<file path="config.mk">
export PLATFORM = sky130hd
export DESIGN_NAME = cpu_output_buffer
export DESIGN_NICKNAME = d
export VERILOG_FILES = /design/src/rtl/cpu_io_pkg.sv /design/src/rtl/output_fifo_mem.sv /design/src/rtl/cpu_output_buffer.sv
export SDC_FILE = /design/constraint.sdc
export NUM_CORES = 1
export LEC_CHECK = 0
export ABC_AREA = 1
export CORE_MARGIN = 5
export CORE_UTILIZATION = 50
export DETAILED_ROUTE_END_ITERATION = 8
export GPL_TIMING_DRIVEN = 0
export MAX_ROUTING_LAYER = met4
export PLACE_DENSITY = 0.8
export SLEW_MARGIN = 40
export SYNTH_ARGS = -nofsm -noshare
export SYNTH_HDL_FRONTEND = slang
export SYNTH_SLANG_ARGS = --single-unit
</file>
<file path="constraint.sdc">
create_clock -name clock -period 5.6 [get_ports clock]
set_input_delay 0.84 -clock clock [delete_from_list [all_inputs] [get_ports clock]]
set_output_delay 0.84 -clock clock [all_outputs]
set_load 0.01 [all_outputs]
</file>
<file path="src/rtl/cpu_io_pkg.sv">
// Shared CPU IO definitions: datapath word width and the output-word type, so the CPU,
// the output buffer and benches all agree on the word format.
package cpu_io_pkg;

    localparam int IO_WIDTH = 36;

    typedef logic [IO_WIDTH-1:0] io_word_t;

endpackage : cpu_io_pkg

</file>
<file path="src/rtl/output_fifo_mem.sv">
// Storage array for the CPU output FIFO: one synchronous write port, one asynchronous read
// port, and no reset, because the contents only matter while the read pointer covers them.
module output_fifo_mem #(
    parameter int WIDTH    = 36,
    parameter int DEPTH    = 8,
    parameter int PTRWIDTH = 3
) (
    input  logic                clock,
    input  logic                we,
    input  logic [PTRWIDTH-1:0] waddr,
    input  logic [WIDTH-1:0]    wdata,
    input  logic [PTRWIDTH-1:0] raddr,
    output logic [WIDTH-1:0]    rdata
);

    logic [WIDTH-1:0] mem_q [DEPTH];

    // Write port: the top qualifies every write, so no other gating is needed here.
    always_ff @(posedge clock) begin
        if (we) begin
            mem_q[waddr] <= wdata;
        end
    end

    assign rdata = mem_q[raddr];

endmodule : output_fifo_mem

</file>
<file path="src/rtl/cpu_output_buffer.sv">
// First-word-fall-through capture buffer for CPU output words, plus a sticky drop flag
// and a saturating count of the words it has accepted.
module cpu_output_buffer
    import cpu_io_pkg::*;
#(
    parameter int WIDTH      = IO_WIDTH,
    parameter int DEPTH      = 8,
    parameter int PTRWIDTH   = 3,
    parameter int COUNTWIDTH = 16
) (
    input  logic                  clock,
    input  logic                  reset,
    input  logic                  outFlag,
    input  logic [WIDTH-1:0]      out,
    output logic                  outValid,
    output logic [WIDTH-1:0]      outData,
    input  logic                  outReady,
    output logic                  full,
    output logic                  empty,
    output logic [PTRWIDTH:0]     level,
    output logic                  overflow,
    input  logic                  clearOverflow,
    output logic [COUNTWIDTH-1:0] wordCount
);

    logic [PTRWIDTH-1:0]   wr_ptr_q, wr_ptr_d;
    logic [PTRWIDTH-1:0]   rd_ptr_q, rd_ptr_d;
    logic [PTRWIDTH:0]     level_q, level_d;
    logic                  overflow_q, overflow_d;
    logic [COUNTWIDTH-1:0] word_count_q, word_count_d;

    logic             empty_s, full_s;
    logic             push_s, pop_s, drop_s;
    logic [WIDTH-1:0] rdata_s;

    // Status is decoded from the level register only, so outFlag never reaches outValid.
    assign empty_s = (level_q == {(PTRWIDTH+1){1'b0}});
    assign full_s  = (level_q == (PTRWIDTH+1)'(DEPTH));

    // A pop frees a slot in the same cycle, so a full buffer can still accept a word.
    assign pop_s  = !empty_s & outReady;
    assign push_s = outFlag & (!full_s | pop_s);
    assign drop_s = outFlag & full_s & !pop_s;

    output_fifo_mem #(
        .WIDTH    (WIDTH),
        .DEPTH    (DEPTH),
        .PTRWIDTH (PTRWIDTH)
    ) u_mem (
        .clock (clock),
        .we    (push_s),
        .waddr (wr_ptr_q),
        .wdata (out),
        .raddr (rd_ptr_q),
        .rdata (rdata_s)
    );

    // Next-state for pointers, level, the sticky drop flag and the accepted-word counter.
    always_comb begin
        wr_ptr_d     = wr_ptr_q;
        rd_ptr_d     = rd_ptr_q;
        level_d      = level_q;
        overflow_d   = overflow_q;
        word_count_d = word_count_q;

        if (push_s) begin
            wr_ptr_d = wr_ptr_q + PTRWIDTH'(1);
        end else begin
            wr_ptr_d = wr_ptr_q;
        end

        if (pop_s) begin
            rd_ptr_d = rd_ptr_q + PTRWIDTH'(1);
        end else begin
            rd_ptr_d = rd_ptr_q;
        end

        case ({push_s, pop_s})
            2'b10:   level_d = level_q + (PTRWIDTH+1)'(1);
            2'b01:   level_d = level_q - (PTRWIDTH+1)'(1);
            default: level_d = level_q;
        endcase

        // A fresh drop outranks a simultaneous clear so no loss goes unreported.
        if (drop_s) begin
            overflow_d = 1'b1;
        end else if (clearOverflow) begin
            overflow_d = 1'b0;
        end else begin
            overflow_d = overflow_q;
        end

        if (push_s && (word_count_q != {COUNTWIDTH{1'b1}})) begin
            word_count_d = word_count_q + COUNTWIDTH'(1);
        end else begin
            word_count_d = word_count_q;
        end
    end

    // State registers; reset discards every held word by clearing the pointers and level.
    always_ff @(posedge clock or negedge reset) begin
        if (!reset) begin
            wr_ptr_q     <= {PTRWIDTH{1'b0}};
            rd_ptr_q     <= {PTRWIDTH{1'b0}};
            level_q      <= {(PTRWIDTH+1){1'b0}};
            overflow_q   <= 1'b0;
            word_count_q <= {COUNTWIDTH{1'b0}};
        end else begin
            wr_ptr_q     <= wr_ptr_d;
            rd_ptr_q     <= rd_ptr_d;
            level_q      <= level_d;
            overflow_q   <= overflow_d;
            word_count_q <= word_count_d;
        end
    end

    assign outValid  = !empty_s;
    assign outData   = empty_s ? {WIDTH{1'b0}} : rdata_s;
    assign full      = full_s;
    assign empty     = empty_s;
    assign level     = level_q;
    assign overflow  = overflow_q;
    assign wordCount = word_count_q;

endmodule : cpu_output_buffer

</file>
==> run summary <==
Mapped Nets = 1076
kind of critical path = flop to output port
Startpoint Class = flop
vias per cell = 5.80
num rows = 58
clock network latency to the later pin of the worst-skew pair = 0.57 ns
Ys Warns = 0
CTS Buf Count = 31
hold slack = 0.206 ns
final setup violation count = 0
Area Growth Syn to Fin = 22.8%
Worst setup EP type = output port
pre-CTS setup slack = 2.28 ns
I/O pins = 101
Layout Cells excl Fill = 1540
worst hold path class = primary input to async pin
CP Data Required Time = 4.76 ns
RePlAce Congestion = 0.842
status = finished, final reports clean
Tmin final = 3.97 ns
vias = 8929
Root Buffer = clkbuf_16
Post-CTS Hold Buffers = 0
drt pass-1 iters = 6
Max-cap violations = 0
Fmax = 0.252 GHz
Crit Path Max Fanout = 10
GRT Util Overall = 22.7%
synth top area cells = edfxtp_1 (67%), nor2_1 (8.9%), dfrtp_1 (5.2%)
drt drc = 0
Post-Syn Area = 12900 µm²
Yosys reg bits = 315
drt wl/cell = 21.0 µm
vias in the first global route = 9181
syn_area_per_cell = 12.5 µm²
CTS clk-pin slew, worst paths = 0.06 ns
Netlist cell types = 38
TritonCTS clock tree = built
sequential area share after synthesis = 72.4%
commonest non-fill, non-tap cell in the layout = nor2_1
hpwl dp = 21000 µm
initial DRC count = 1002
Async S/R FF share, synth = 8.57%
placed insts = 1479
RR Startpoint = level[0]
slew margin rel. = 51.0%
crit share post-route = 71.0%
Initial Util = 51.0%
Port-buffer cells = 100
Fill cells = 1839
fraction of layout cells with a size suffix above 1 = 9.69%
CTS Buffer Depth = 3
critical path launch point = rd_ptr_q[1]
GRT overflow = 0
setup TNS = 0 ns
Die Y = 170 µm
Slew Limit Fails = 0
final hold viol count = 0
commonest non-fill, non-tap cells in the layout = nor2_1 (296), edfxtp_1 (288), o21ai_0 (103), clkdlybuf4s50_1 (99), o32ai_1 (72)
peak supply drop = 381 µV
critical path data arrival time = 3.13 ns
clk sinks = 315
largest net degree at the start of global routing = 17
RSZ-0062 raised after global routing = no
post-route ant nets = 0
die area = 29100 µm²
Pwr Density = 548 nW/µm²
P_leak = 5.44 nW
die width = 170 µm
worst-case clock skew = 0.00698 ns
first-pass GRT wire length = 50000 µm
fin nets = 1227
Synth top area share = 67.2%
predominant post-synthesis flop cell = edfxtp_1
worst slew pin tran = 0.735 ns
Post CTS Setup Buffer Count = 0
Core Area = 25300 µm²
H-tree Lvls = 1
initial antenna violation count = 2
Syn Inst Count = 1031
area leader, netlist = edfxtp_1
EDFF count, synth = 288
drt total wl = 32400 µm
post-route setup slack = 1.63 ns
CTS-repair resized insts = 0
-- worst max-delay path, cell delays in order, from the launching register on --
cell             delay (ns)
dfrtp_1                0.34
buf_2                  0.21
buf_2                  0.30
clkbuf_1               0.49
o21ai_0                0.20
o32ai_1                0.16
nor2_1                 0.07
nor2_1                 0.21
clkdlybuf4s50_1        0.57
-- cell usage after synthesis (all sizes together), types with 4 or more instances --
| master | number |
|---|---|
| nor2 | 306 |
| edfxtp | 288 |
| o21ai | 121 |
| o32ai | 72 |
| nand2 | 71 |
| clkbuf | 34 |
| inv | 33 |
| dfrtp | 27 |
| buf | 26 |
| nand3 | 14 |
| xor2 | 12 |
| nor3 | 7 |
| nand4 | 5 |
| ha | 4 |
| xnor2 | 4 |
-- flip-flops by register name, summed over array words and instances, names as in the netlist --
name / flops
u_mem.mem_q: 288
rd_ptr_q: 3
wordCount: 16
wr_ptr_q: 3
level: 4
overflow: 1
-- path summary, 6_finish.rpt --
path,endpoint,slack [ns],cells past startpoint
worst max register to register,u_mem.mem_q[3][20],3.02,10
worst max-delay path,outData[16],1.63,8
max in group asynchronous,wordCount[3],4.97,2
worst min register to register,overflow,0.53,2
worst min-delay path,rd_ptr_q[1],0.21,1
min in group clock,overflow,0.53,2
-- per-stage QoR --
step	area [µm²]	total power, mW	util [%]
floorplan	12900	4.91	-
global placement	14300	6.32	56.6
detailed placement	14800	6.55	58.4
CTS	15800	8.69	62.6
global route	15800	9.12	62.6
finish	15800	8.67	62.6
-- report_power, final --
part / total [mW] / internal (mW) / switching, mW / leakage (nW)
clock network: 2.13 / 1.25 / 0.877 / 0.509
registers: 3.06 / 2.92 / 0.136 / 2.96
logic: 3.48 / 1.34 / 2.14 / 1.97
-- cells by family (layout without fill, tap and decap cells) --
group / count (synthesis) / after routing / share of synthesized area [%]
AO/OA/AOI/OAI: 195 / 195 / 9.85
XOR/XNOR: 16 / 16 / 1.15
adder cells (fa/ha/maj): 4 / 4 / 0.389
buffers and inverters: 94 / 270 / 3.25
flip-flops: 315 / 315 / 72.4
other: 0 / 3 / 0
AND/OR/NAND/NOR: 407 / 407 / 12.9
-- final cells by class --
| class | instances | area, µm² | share of cell area, % |
|---|---|---|---|
| flip-flops and latches | 315 | 9320 | 59.0 |
| multi-input cells | 622 | 3190 | 20.2 |
| repair buffers | 118 | 1400 | 8.88 |
| clock buffers | 35 | 791 | 5.00 |
| well taps | 330 | 413 | 2.61 |
| plain buffers | 60 | 277 | 1.75 |
| clock inverters | 23 | 255 | 1.61 |
| inverters | 34 | 141 | 0.895 |
| diodes | 3 | 7.51 | 0.0475 |
-- metal layers --
layer	vias up	GRT usage, %	share of wire (%)
met4	0	7.74	2.7
li1	4025	-	-
met1	4368	28.1	38
met2	466	38.0	51
met5	-	-	0
met3	70	4.30	9.1
Power figures use the tool's default switching activity.
